--- src/rtl/oddr71_pkg.sv ---
// Shared types and pattern constants for the 7:1 LVDS transmit sequencer.
package oddr71_pkg;

  typedef enum logic [1:0] {
    ST_RESET_HOLD = 2'd0,
    ST_TRAIN      = 2'd1,
    ST_IDLE       = 2'd2,
    ST_RUN        = 2'd3
  } state_e;

  // Clock lane sends 1100011 LSB-first, giving the 4:3 duty 7:1 pixel clock.
  localparam logic [6:0] CLK_LANE_PATTERN  = 7'b1100011;
  localparam logic [6:0] TRAIN_PATTERN_DEF = 7'b1111000;
  localparam logic [6:0] IDLE_PATTERN_DEF  = 7'b0000000;

endpackage

--- src/rtl/sat_counter.sv ---
// Saturating up-counter with synchronous clear; holds at all-ones.
module sat_counter #(
  parameter int W = 16
) (
  input  logic         clk_i,
  input  logic         clr_i,
  input  logic         inc_i,
  output logic [W-1:0] cnt_o
);

  logic [W-1:0] cnt_q;

  always_ff @(posedge clk_i) begin
    if (clr_i)                  cnt_q <= '0;
    else if (inc_i && ~&cnt_q)  cnt_q <= cnt_q + W'(1);
  end

  assign cnt_o = cnt_q;

endmodule

--- src/rtl/oddr71_tx_sequencer.sv ---
// SCLK-domain sequencer for LANES 7:1 gearboxes plus clock lane:
// reset hold, training burst, then valid/ready pixel streaming with idle fill.
module oddr71_tx_sequencer
  import oddr71_pkg::*;
#(
  parameter int         LANES         = 4,
  parameter int         GB_RST_CYCLES = 8,
  parameter int         TRAIN_WORDS   = 64,
  parameter logic [6:0] TRAIN_PATTERN = TRAIN_PATTERN_DEF,
  parameter logic [6:0] IDLE_PATTERN  = IDLE_PATTERN_DEF,
  parameter int         UCNT_W        = 16
) (
  input  logic                sclk,
  input  logic                rstb,
  input  logic                enable,
  input  logic                train_req,
  input  logic                s_valid,
  output logic                s_ready,
  input  logic [7*LANES-1:0]  s_data,
  output logic [7*LANES-1:0]  lane_d,
  output logic [6:0]          clk_d,
  output logic                gb_rst,
  output logic                link_up,
  output logic                training,
  output logic [UCNT_W-1:0]   underrun_cnt,
  output logic [1:0]          state_o
);

  localparam logic [7:0]  HOLD_LAST = 8'(GB_RST_CYCLES - 1);
  localparam logic [15:0] WORD_LAST = 16'(TRAIN_WORDS - 1);

  state_e               state_q, state_d;
  logic [7:0]           hold_q, hold_d;
  logic [15:0]          word_q, word_d;
  logic                 xfer;
  logic [7*LANES-1:0]   lane_q;
  logic [6:0]           clk_q;
  logic                 gb_rst_q, link_up_q, training_q;

  // train_req steals the cycle so the pending word stays with the source.
  assign s_ready = (state_q == ST_RUN) && enable && !train_req;
  assign xfer    = s_ready && s_valid;

  always_comb begin
    state_d = state_q;
    hold_d  = hold_q;
    word_d  = word_q;
    case (state_q)
      ST_RESET_HOLD: begin
        if (hold_q == HOLD_LAST) begin
          state_d = enable ? ST_TRAIN : ST_IDLE;
          word_d  = '0;
        end else begin
          hold_d = hold_q + 8'd1;
        end
      end
      ST_TRAIN: begin
        if (!enable)                  state_d = ST_IDLE;
        else if (train_req)           word_d  = '0;
        else if (word_q == WORD_LAST) state_d = ST_RUN;
        else                          word_d  = word_q + 16'd1;
      end
      ST_IDLE: begin
        if (enable) begin
          state_d = ST_TRAIN;
          word_d  = '0;
        end
      end
      ST_RUN: begin
        if (!enable) begin
          state_d = ST_IDLE;
        end else if (train_req) begin
          state_d = ST_TRAIN;
          word_d  = '0;
        end
      end
    endcase
  end

  // Outputs are decoded from the next state so they line up with lane_d.
  always_ff @(posedge sclk) begin
    if (rstb) begin
      state_q    <= ST_RESET_HOLD;
      hold_q     <= '0;
      word_q     <= '0;
      lane_q     <= '0;
      clk_q      <= '0;
      gb_rst_q   <= 1'b1;
      link_up_q  <= 1'b0;
      training_q <= 1'b0;
    end else begin
      state_q    <= state_d;
      hold_q     <= hold_d;
      word_q     <= word_d;
      gb_rst_q   <= (state_d == ST_RESET_HOLD);
      clk_q      <= (state_d == ST_RESET_HOLD) ? 7'd0 : CLK_LANE_PATTERN;
      link_up_q  <= (state_d == ST_RUN);
      training_q <= (state_d == ST_TRAIN);
      if (xfer)                           lane_q <= s_data;
      else if (state_d == ST_TRAIN)       lane_q <= {LANES{TRAIN_PATTERN}};
      else if (state_d == ST_RESET_HOLD)  lane_q <= '0;
      else                                lane_q <= {LANES{IDLE_PATTERN}};
    end
  end

  sat_counter #(.W(UCNT_W)) u_ucnt (
    .clk_i (sclk),
    .clr_i (rstb),
    .inc_i ((state_q == ST_RUN) && !xfer),
    .cnt_o (underrun_cnt)
  );

  assign lane_d   = lane_q;
  assign clk_d    = clk_q;
  assign gb_rst   = gb_rst_q;
  assign link_up  = link_up_q;
  assign training = training_q;
  assign state_o  = state_q;

endmodule
--- config.mk ---
export PLATFORM = sky130hd
export DESIGN_NAME = oddr71_tx_sequencer
export DESIGN_NICKNAME = d
export VERILOG_FILES = /design/src/rtl/oddr71_pkg.sv /design/src/rtl/sat_counter.sv /design/src/rtl/oddr71_tx_sequencer.sv
export SDC_FILE = /design/constraint.sdc
export NUM_CORES = 1
export LEC_CHECK = 0
export ABC_AREA = 0
export CORE_ASPECT_RATIO = 0.8
export CORE_MARGIN = 3
export CORE_UTILIZATION = 50
export CTS_CLUSTER_DIAMETER = 150
export DETAILED_ROUTE_END_ITERATION = 10
export PLACE_DENSITY = 0.83
export SKIP_CTS_REPAIR_TIMING = 1
export SLEW_MARGIN = 20
export SYNTH_ARGS = -nofsm -noshare
export SYNTH_HDL_FRONTEND = slang
export SYNTH_SLANG_ARGS = --single-unit
export TNS_END_PERCENT = 20
--- constraint.sdc ---
create_clock -name sclk -period 6.16 [get_ports sclk]
set_input_delay 1.232 -clock sclk [delete_from_list [all_inputs] [get_ports sclk]]
set_output_delay 1.232 -clock sclk [all_outputs]
set_load 0.005 [all_outputs]
==> flow_summary_export.csv <==
group,metric,value,unit
clocking,cts_max_level,3,
timing,tightest_slew,1120,ps
logic_synthesis,synth_seq_cells,74,
timing,final_max_slew_viol_count,0,
power,peakVddDrop,0.000137,V
final_layout,layout_common_cells,"clkdlybuf4s50_1, dfxtp_1, nor2_1, nand2_1, a21o_1",
timing,finalCriticalPeriod,3790,ps
floorplan,io-pin-count,90,
timing,finalSetupTns,0,ps
timing,relSlewSlack,25.0,%
placement,gp_congestion,0.909,
run,maxCapViolCount,0,
clocking,cts_tree,"done",
detailed_routing,totalWireLength,7.97,mm
final_layout,final_common_cell,"clkdlybuf4s50_1",
timing,hold_violations,0,
detailed_routing,wl_per_cell,15.8,microns
logic_synthesis,seq_area_frac_synth,46.4,%
final_layout,regArea,0.00148,sq mm
clocking,cts_max_path_buffers,2,
clocking,cts.clk_slew.worst_paths,80,ps
detailed_routing,drtPass1Iterations,4,
power,p_per_area,218,mW/mm^2
logic_synthesis,mappedNetlistArea,0.00319,sq mm
detailed_routing,drtAntennaViolNets,0,
final_layout,area_delta_synth_final,33.4,%
detailed_routing,dr.max_layer_used,"met4",
critical_path,cp.arrival,2560,ps
detailed_routing,met2WireLength,3.60,mm
final_layout,stdcell_count,506,
global_route,overflow,0,
detailed_routing,first_iter_violations,194,
timing,setup_slack,2370,ps
logic_synthesis,yosysWarningCount,0,
timing,skew,7.18,ps
global_route,track_usage,23.5,%
power,leakage,1.59,nW
detailed_routing,met1_length,3.37,mm
global_route,grt_pass1_vias,2750,
floorplan,fp.dieH,77.5,microns
logic_synthesis,synthArstFlopShare,0,%
final_layout,layout-drive-gt1-share,7.29,%
timing,setup_viol,0,
detailed_routing,drc,0,
floorplan,start_util,52.9,%
critical_path,endpoint_kind,"output pin",
hold_path,hold_class,"flip-flop to flip-flop",
outcome,status,"complete, no violations",
critical_path,crit_type,"primary input to output pin",
clocking,cts_root_buffer,"clkbuf_8",
clocking,numCtsBuffers,9,
floorplan,dieArea,0.00738,sq mm
final_layout,layout.nets,456,
timing,grt_setup_unrepaired,"no",
floorplan,fp-row-count,25,
logic_synthesis,synth_edf_count,0,
global_route,antenna_found_initial,0,
critical_path,critPathRequiredTime,4930,ps
final_layout,diodes,0,
logic_synthesis,yosysUniqueCellTypes,60,
final_layout,multi_input_comb_area,0.00156,sq mm
floorplan,die_x,95.3,microns
placement,io_buffers,86,
clocking,clock_latency,350,ps
detailed_routing,dr_wl_met3,908,microns
timing,fmax,264,MHz
global_route,grt_pass1_wl,13.6,mm
logic_synthesis,synth.avg_cell_area,9.39,sq um
detailed_routing,num_vias,2827,
floorplan,core,0.00604,sq mm
placement,placed_cells,490,
global_route,grt_max_degree,31,
placement,place_ws,2360,ps
logic_synthesis,syn_inst,340,
final_layout,num-fill-cells,458,
timing,period_share,61.6,%
clocking,cts_sinks,74,
critical_path,critPathMaxFanout,4,
detailed_routing,via_per_inst,5.59,
placement,dpl.hpwl,5.77,mm
critical_path,cp-start-kind,"primary input",
logic_synthesis,synth_flop_cell,"dfxtp_1",
==> Yosys cell counts, types with 2 or more instances <==
| cell type | number | area share [%] |
|---|---|---|
| a21o_1 | 16 | 3.8 |
| a21oi_1 | 12 | 1.9 |
| and2_1 | 14 | 2.7 |
| and3_1 | 4 | 0.78 |
| and4_1 | 6 | 1.6 |
| buf_2 | 2 | 0.31 |
| buf_4 | 6 | 1.4 |
| buf_6 | 3 | 1.1 |
| clkbuf_1 | 7 | 0.82 |
| dfxtp_1 | 74 | 46 |
| ha_1 | 3 | 1.2 |
| inv_1 | 8 | 0.94 |
| mux2i_1 | 4 | 1.3 |
| nand2_1 | 26 | 3.1 |
| nand3_1 | 10 | 1.6 |
| nand3b_1 | 2 | 0.47 |
| nand4_1 | 10 | 2.0 |
| nand4b_1 | 3 | 0.82 |
| nor2_1 | 30 | 3.5 |
| nor3_1 | 13 | 2.0 |
| nor3b_1 | 3 | 0.71 |
| nor4_1 | 7 | 1.4 |
| nor4_2 | 3 | 1.2 |
| o21ai_0 | 7 | 1.1 |
| o22ai_1 | 2 | 0.39 |
| o31ai_1 | 2 | 0.47 |
| o41ai_1 | 3 | 0.82 |
| or3_1 | 6 | 1.2 |
| or3b_1 | 2 | 0.55 |
| or4_1 | 3 | 0.71 |
| xnor2_1 | 15 | 4.1 |
| xor2_1 | 6 | 1.6 |
==> report_power, final <==
group | total (mW) | leakage (nW) | internal, mW | switching [mW]
sequential | 0.485 | 0.596 | 0.481 | 0.00377
combinational | 0.0424 | 0.890 | 0.0256 | 0.0167
clock | 0.401 | 0.101 | 0.203 | 0.198
==> critical path, cell delays in order <==
cell             delay [ps]
clkdlybuf4s50_1         440
nand3b_1                250
nor2_1                  130
clkdlybuf4s50_1         510
==> final cells by class <==
cell class              count  area share (%)
inverters                   8           0.705
flip-flops and latches     74            34.8
clock buffers              10            3.23
well taps                  81            2.38
multi-input cells         240            36.7
repair buffers             87            20.5
clock inverters             6            1.73
==> routing by layer <==
metal  vias up  track usage, %
met1      1324            28.9
met2       124            35.2
met5         -               0
met4         0            8.21
met3        10            12.1
li1       1369               -
==> kinds of logic after synthesis <==
family	after synthesis	share of synthesized area, %
other	1	0.117
DFF	74	46.4
adders and majority gates	3	1.18
xor gates and xnor gates	21	5.76
AOI/OAI and AO/OA	54	11.5
and+or+nand+nor	155	28.6
buffers and inverters	28	5.14
muxes	4	1.25
==> path summary, 6_finish.rpt <==
path                            from                      end  slack [ps]  cells past startpoint
min          word_q[15]$_SDFFE_PP0P_  word_q[15]$_SDFFE_PP0P_         490                      2
max                        train_req                  s_ready        2370                      4
max reg2reg   hold_q[0]$_SDFFE_PP0P_   word_q[8]$_SDFFE_PP0P_        3520                      6
min reg2reg  word_q[15]$_SDFFE_PP0P_  word_q[15]$_SDFFE_PP0P_         490                      2
==> per-stage QoR <==
stage	hold slack (ps)	power (mW)	utilization [%]	instance area [sq um]
6_report	490	0.928	70.5	4260
5_1_grt	537	0.965	70.5	4260
4_1_cts	490	0.935	70.5	4260
3_5_place_dp	480	0.538	67.0	4050
3_3_place_gp	468	0.537	66.9	4040
2_1_floorplan	450	0.513	-	3200
==> registers in the layout, indices dropped and copies added (netlist names) <==
name,flops
state_o,2
hold_q,8
word_q,16
training,1
u_ucnt.cnt_o,16
lane_d,28
link_up,1
clk_d,1
gb_rst,1
(Power assumes the default switching activity.)
